`config.mk`:
```
export PLATFORM = sky130hd
export DESIGN_NAME = program_loader
export DESIGN_NICKNAME = d
export VERILOG_FILES = /design/src/rtl/program_loader.sv
export SDC_FILE = /design/constraint.sdc
export NUM_CORES = 1
export LEC_CHECK = 0
export CAP_MARGIN = 10
export CORE_AREA = 2 2 51 100
export CTS_CLUSTER_SIZE = 14
export DETAILED_ROUTE_END_ITERATION = 6
export DIE_AREA = 0 0 53 102
export GPL_ROUTABILITY_DRIVEN = 0
export PLACE_DENSITY = 0.76
export REMOVE_ABC_BUFFERS = 1
export SETUP_SLACK_MARGIN = 0.02
export SLEW_MARGIN = 30
export SYNTH_ARGS = -nofsm -noshare
export SYNTH_HDL_FRONTEND = slang
export SYNTH_SLANG_ARGS = --single-unit
```
`constraint.sdc`:
```
create_clock -name i_clk -period 2.2 [get_ports i_clk]
set_input_delay 0.22 -clock i_clk [delete_from_list [all_inputs] [get_ports i_clk]]
set_output_delay 0.22 -clock i_clk [all_outputs]
set_load 0.05 [all_outputs]
```
`src/rtl/program_loader.sv`:
```
// Program loader: streams a byte program into instruction memory, verifies an XOR
// checksum and holds the CPU in reset until a fully written, verified image is present.
module program_loader #(
    parameter int DEPTH = 32
) (
    input  logic       i_clk,
    input  logic       i_reset,
    input  logic       i_load_start,
    input  logic [7:0] i_load_len,
    input  logic       i_in_valid,
    input  logic [7:0] i_in_data,
    output logic       o_in_ready,
    output logic       o_mem_we,
    output logic [7:0] o_mem_addr,
    output logic [7:0] o_mem_wdata,
    output logic       o_cpu_reset,
    output logic       o_done,
    output logic       o_err
);

    typedef enum logic [2:0] {
        S_IDLE,
        S_LOAD,
        S_CHECK,
        S_RUN,
        S_ERROR
    } state_t;

    state_t     r_state, w_state_next;
    logic [7:0] r_count, w_count_next;
    logic [7:0] r_len, w_len_next;
    logic [7:0] r_csum, w_csum_next;
    logic       r_mem_we, w_mem_we_next;
    logic [7:0] r_mem_addr, w_mem_addr_next;
    logic [7:0] r_mem_wdata, w_mem_wdata_next;
    logic       r_cpu_reset, r_done, r_err;
    logic       w_in_ready, w_beat, w_len_ok, w_last_beat;

    assign w_in_ready  = (r_state == S_LOAD) || (r_state == S_CHECK);
    assign w_beat      = i_in_valid && w_in_ready;
    assign w_len_ok    = (i_load_len != 8'd0) && ({1'b0, i_load_len} <= 9'(DEPTH));
    // Widened compare so the final-beat test cannot alias when count increments.
    assign w_last_beat = ({1'b0, r_count} + 9'd1) == {1'b0, r_len};

    always_comb begin
        w_state_next     = r_state;
        w_count_next     = r_count;
        w_len_next       = r_len;
        w_csum_next      = r_csum;
        w_mem_we_next    = 1'b0;
        w_mem_addr_next  = r_mem_addr;
        w_mem_wdata_next = r_mem_wdata;
        case (r_state)
            S_IDLE, S_RUN, S_ERROR: begin
                if (i_load_start) begin
                    if (w_len_ok) begin
                        w_state_next = S_LOAD;
                        w_len_next   = i_load_len;
                        w_count_next = 8'd0;
                        w_csum_next  = 8'd0;
                    end else begin
                        w_state_next = S_ERROR;
                    end
                end
            end
            S_LOAD: begin
                if (w_beat) begin
                    w_mem_we_next    = 1'b1;
                    w_mem_addr_next  = r_count;
                    w_mem_wdata_next = i_in_data;
                    w_csum_next      = r_csum ^ i_in_data;
                    w_count_next     = r_count + 8'd1;
                    if (w_last_beat) begin
                        w_state_next = S_CHECK;
                    end
                end
            end
            S_CHECK: begin
                if (w_beat) begin
                    w_state_next = (i_in_data == r_csum) ? S_RUN : S_ERROR;
                end
            end
            default: w_state_next = S_IDLE;
        endcase
    end

    // Status flags are derived from the next state so they move on the transition edge.
    always_ff @(posedge i_clk or posedge i_reset) begin
        if (i_reset) begin
            r_state     <= S_IDLE;
            r_count     <= 8'd0;
            r_len       <= 8'd0;
            r_csum      <= 8'd0;
            r_mem_we    <= 1'b0;
            r_mem_addr  <= 8'd0;
            r_mem_wdata <= 8'd0;
            r_cpu_reset <= 1'b1;
            r_done      <= 1'b0;
            r_err       <= 1'b0;
        end else begin
            r_state     <= w_state_next;
            r_count     <= w_count_next;
            r_len       <= w_len_next;
            r_csum      <= w_csum_next;
            r_mem_we    <= w_mem_we_next;
            r_mem_addr  <= w_mem_addr_next;
            r_mem_wdata <= w_mem_wdata_next;
            r_cpu_reset <= (w_state_next != S_RUN);
            r_done      <= (w_state_next == S_RUN);
            r_err       <= (w_state_next == S_ERROR);
        end
    end

    assign o_in_ready  = w_in_ready;
    assign o_mem_we    = r_mem_we;
    assign o_mem_addr  = r_mem_addr;
    assign o_mem_wdata = r_mem_wdata;
    assign o_cpu_reset = r_cpu_reset;
    assign o_done      = r_done;
    assign o_err       = r_err;

endmodule

```
Yosys cells after proc, flatten, opt, wreduce, memory -nomap -nowiden --
Index checks and enable logic that the tools add are counted.
Cells by class: reductions and logical operators 10, mux-type cells 15, add/sub/neg operators 2, magnitude comparators 1, bitwise operators 1, equality and inequality tests 12
Operators with widths (count):
- $mux 8 | 4
- $pmux 8 s2 | 2
- $mux 3 | 6
- $add 8x1->9 const B | 1
- $eq 3x2->1 const B | 3
- $eq 9x8->1 | 1
- $pmux 3 s3 | 1
- $add 8x1->8 const B | 1
- $eq 8x8->1 | 1
- $le 8x6->1 const B | 1
- $reduce_bool 8->1 | 1
- $xor 8x8->8 | 1
- $eq 3x3->1 const B | 2
- $ne 2x2->1 const B | 3
- $reduce_and 4->1 | 1
- $eq 3x1->1 const B | 1
- $logic_not 3->1 | 1
- $ne 3x2->1 const B | 1
- $reduce_and 3->1 | 1
- $reduce_or 3->1 | 1
- $logic_and 1x1->1 | 2
- $mux 1 | 2
- $reduce_and 2->1 | 1
- $reduce_bool 2->1 | 1
- $logic_or 1x1->1 | 1
Word-level totals: flip-flop bits (word level) 47, output and inout port bits 21

Depth between registers and ports, before layout --
Gate-level depths: netlist (run 1).
word-level depth 6, mapped depth 8, mapped depth without buffers 6

Worst setup path before layout (run 1) --
Ideal clock, no wire load.
path kind reg-to-reg, start register r_state[0], end register r_state[1], required time 2134 ps, setup slack 130 ps, clock period less this slack 2070 ps, stages on the path, launching flop included 7, buffers on the path 1, setup time 66 ps, arrival 2003 ps, path through dfrtp_1 -> buf_2 -> xnor2_1 -> nor2_1 -> o2111ai_1 -> nor4_1 -> a221o_1
Between the ends: longest elaborated chain between the ends 5
RTL lines:
- start: declaration | line 29 | state_t r_state, w_state_next;
- start signal: assignment | line 101 | r_state <= w_state_next;
- $eq 3x1->1 / $eq 3x2->1 (equally long branches) | line 39 | assign w_in_ready = (r_state == S_LOAD) || (r_state == S_CHECK);
- $logic_or 1x1->1 (*) | line 39
- via o_in_ready | line 12 | output logic o_in_ready,
- $logic_and 1x1->1 (*) | line 40 | assign w_beat = i_in_valid && w_in_ready;
- $mux 3, on equally long branches | line 79, 67
- $pmux 3 s3 (*) | line 53 | case (r_state)
- via w_state_next[1] | line 29
Mark *: on every way through the listed nets, which the timed path passes. The rest lies on a longest branch. A chain may end at the register's enable or synchronous reset.

Final worst setup path (run 1) --
start register r_count[1], end register r_state[1]
Between the ends: longest elaborated chain between the ends 5
RTL lines:
- start: declaration | line 30 | logic [7:0] r_count, w_count_next;
- start signal: assignment | line 102 | r_count <= w_count_next;
- $add 8x1->9 | line 43 | assign w_last_beat = ({1'b0, r_count} + 9'd1) == {1'b0, r_len};
- $eq 9x8->1 | line 43
- $mux 3 | line 73 | if (w_last_beat) begin
- $mux 3 | line 67 | if (w_beat) begin
- $pmux 3 s3 | line 53
- via w_state_next[1] | line 29
The timed path passes the listed nets, and every way through them passes these cells.

==> key figures, run 1 <==
Global route
  • Pin count of the biggest net entering global routing: 33
  • First-pass GRT wire length: 8440 um
  • Remaining Overflow, GRT: 0
  • Global Route Usage Sum: 21.1%
  • Initial antenna violation count: 0
  • Vias in the first global route: 1,865

Detailed routing
  • Drt wl/cell: 14.3 um
  • Initial drt markers: 32
  • Final ANT Viol Nets: 0
  • Uppermost layer routed: met4
  • Pre-antenna DRT Iters: 4
  • DRC errors left: 0
  • Met2 Wirelength: 2630 um
  • DR WL met3: 147 um
  • Total wire length: 4960 um
  • Wl on met1: 2000 um
  • Drt via density: 5.44
  • Total number of vias: 1,893

Clocking
  • # hold bufs at CTS: 0
  • Number of H-tree levels: 2
  • Clk slew on worst S/H paths: 90 ps
  • Clk Tree Root Cell: clkbuf_8
  • Max Root-Sink Buffers: 2
  • CTS tree: yes
  • Clock Latency Late Sink: 310 ps
  • Cts repair resizes: 0
  • Setup bufs post-CTS: 0
  • Clk sinks: 47
  • CTS Buf Count: 5

Setup path
  • CP max-delay cell: dfrtp_1
  • CP Buf/Inv Count: 0
  • Setup Crit Path Kind: flop to flop
  • Critical Path Sink Type: flop
  • Crit path launch type: flop
  • Slowest cell delay on critical path: 430 ps
  • Data arrival, critical path: 2220 ps
  • Crit-path cells: ha_1, nor3b_1, o21a_1, o31ai_1, nor4_1, a221o_1
  • WP data required: 2380 ps
  • Critical Path Fanout Max: 8
  • Top delay family on crit path: compound AO/OA/AOI/OAI gates

Job
  • Max-Cap Viols: 0

STA
  • # setup viols final: 0
  • Final count of hold timing violations: 0
  • Unrepaired setup endpoints after global routing: no
  • Worst slew pin tran: 555 ps
  • Clock Skews: 15.6 ps
  • Setup WS post-layout: 160 ps
  • Tmin final: 2040 ps
  • Final period util: 92.7%
  • Relative slew slack: 62.9%
  • Max-slew violations: 0
  • Max Fclk: 0.490 GHz

Logic synthesis
  • Synth Cell Area: 2320 um^2
  • Distinct cells, synth: 47
  • Post-synthesis sequential area ratio: 50.8%
  • Post-synth EDFFs: 0
  • Main synth FF type: dfrtp_1
  • FF+latch count, synth: 47
  • Ys async rst share: 100%
  • Synth Warn #: 0
  • Mean Syn Cell Area: 9.55 um^2
  • Synth Instances: 243

Power
  • Pwr Density: 801 nW/um^2
  • Overall power: 2340 uW
  • IR drop worst, VDD: 0.671 mV
  • Leakage: 0.00131 uW

Worst hold path
  • Worst Hold Class: primary input to asynchronous set/reset pin

Cells and area
  • Share of cells above drive strength 1: 11.6%
  • Cell Count, Final, Fillers Out: 348
  • N_diodes: 0
  • Final core utilization: 63.5%
  • Layout area overhead: 25.9%
  • Final Instance Area: 2920 um^2
  • Final net count: 313

Placed design
  • DP HPWL: 3640 um
  • Placed cell count: 340
  • Setup WS pre-CTS: -97.1 ps
  • I/O Buffers: 40
  • Placed Area: 2840 um^2

Die
  • Starting Density: 50.4%
  • Die footprint: 5410 um^2
  • DIE WIDTH: 53 um
  • Chip height: 102 um
  • Floorplan core area: 4600 um^2
  • I/O Pins: 41
  • Row count: 35

Run status
  • Status: finished, final reports clean
per-layer routing:
metal	vias to the layer above	global-route usage (%)
met1	908	23.9
met4	0	12.2
met5	-	0
li1	929	-
met3	15	3.65
met2	41	36.2
stage by stage:
stage	hold WS (ps)	TNS [ps]
6_report	278	0
5_1_grt	341	0
4_1_cts	295	0
2_1_floorplan	325	-5520
3_5_place_dp	461	-612
3_3_place_gp	457	-343
cells in the mapped netlist, drive strengths merged (2+ instances only):
master  instances  area share, %
o21ai          24            5.3
clkbuf          5           0.81
mux2            6            2.9
xnor2          16            6.0
o22ai           2           0.54
buf             5            1.5
nand2          59            9.9
and2            3           0.81
nor4            2           0.54
nor3b           3           0.97
a31oi           4            1.9
nor2           16            2.6
nor2b           5            1.3
nand3           6            1.3
inv             3           0.49
o31ai           3           0.97
or3             2           0.76
nand4           3            1.1
nand2b          2           0.54
dfrtp          46             50
a21oi           5            1.1
xor2            3            1.1
and3            6            1.8
worst reg2reg max path, cell delays in order (launching register included):
cell and delay [ps]:
dfrtp_1 430, ha_1 300, nor3b_1 180, o21a_1 190, o31ai_1 330, nor4_1 140, a221o_1 370
flip-flops by register name, indices dropped and copies added, names as in the netlist:
signal,flops
o_mem_addr,8
o_mem_wdata,8
r_count,8
r_csum,8
r_len,8
r_state,3
o_cpu_reset,1
o_done,1
o_err,1
o_mem_we,1
kinds of logic (layout without fill, tap and decap cells):
| group | after synthesis | in the layout | share of synthesized area [%] |
|---|---|---|---|
| AND/OR/NAND/NOR | 110 | 110 | 22.7 |
| flip-flops | 47 | 47 | 50.8 |
| AO/OA/AOI/OAI | 46 | 46 | 13.0 |
| XOR/XNOR | 19 | 19 | 7.17 |
| buffers and inverters | 14 | 64 | 2.91 |
| multiplexers | 6 | 6 | 2.91 |
| adder cells (fa/ha/maj) | 1 | 1 | 0.539 |
where the power goes:
group | switching, uW | internal [uW]
sequential | 106 | 1000
clock | 287 | 222
combinational | 426 | 296
cell usage in the layout, fill, tap and decap left out, types with 3 or more instances in the layout:
cell             count
a21oi_1              5
nand2_1             58
xnor2_1             16
nor3b_1              3
nor2b_1              5
dfrtp_1             46
o21ai_1             10
o31ai_1              3
buf_4               12
and2_1               3
nor2_1              16
xor2_1               3
and3_1               5
clkbuf_8             5
mux2_1               4
clkdlybuf4s50_1     39
o21ai_0             13
nand3_1              6
a31oi_2              3
layout make-up:
| class | instances | area [um^2] |
|---|---|---|
| Fill cell | 400 | 1680 |
| Sequential cell | 47 | 1180 |
| Timing Repair Buffer | 52 | 500 |
| Inverter | 4 | 15.0 |
| Tap cell | 55 | 68.8 |
| Multi-Input combinational cell | 182 | 1070 |
| Clock buffer | 6 | 72.6 |
| Clock inverter | 2 | 12.5 |
path summary, 6_finish.rpt:
kind	startpoint	end	slack (ps)	depth (start not counted)
hold reg to reg	o_mem_wdata[3]	o_mem_wdata[3]	480	2
hold / removal	i_reset	o_mem_addr[1]	280	2
min in group i_clk	o_mem_wdata[3]	o_mem_wdata[3]	480	2
setup / recovery	r_count[1]	r_state[1]	160	6
setup reg to reg	r_count[1]	r_state[1]	160	6
max in group asynchronous	i_reset	o_cpu_reset	1310	3
No activity file was read; power rests on OpenSTA's default activity.
==> run 2, diff against run 1 <==
TNS_END_PERCENT = 10   (was unset)
==> results of run 2 <==
Same layout as run 1: the final DEF is identical, and so are final timing and power.
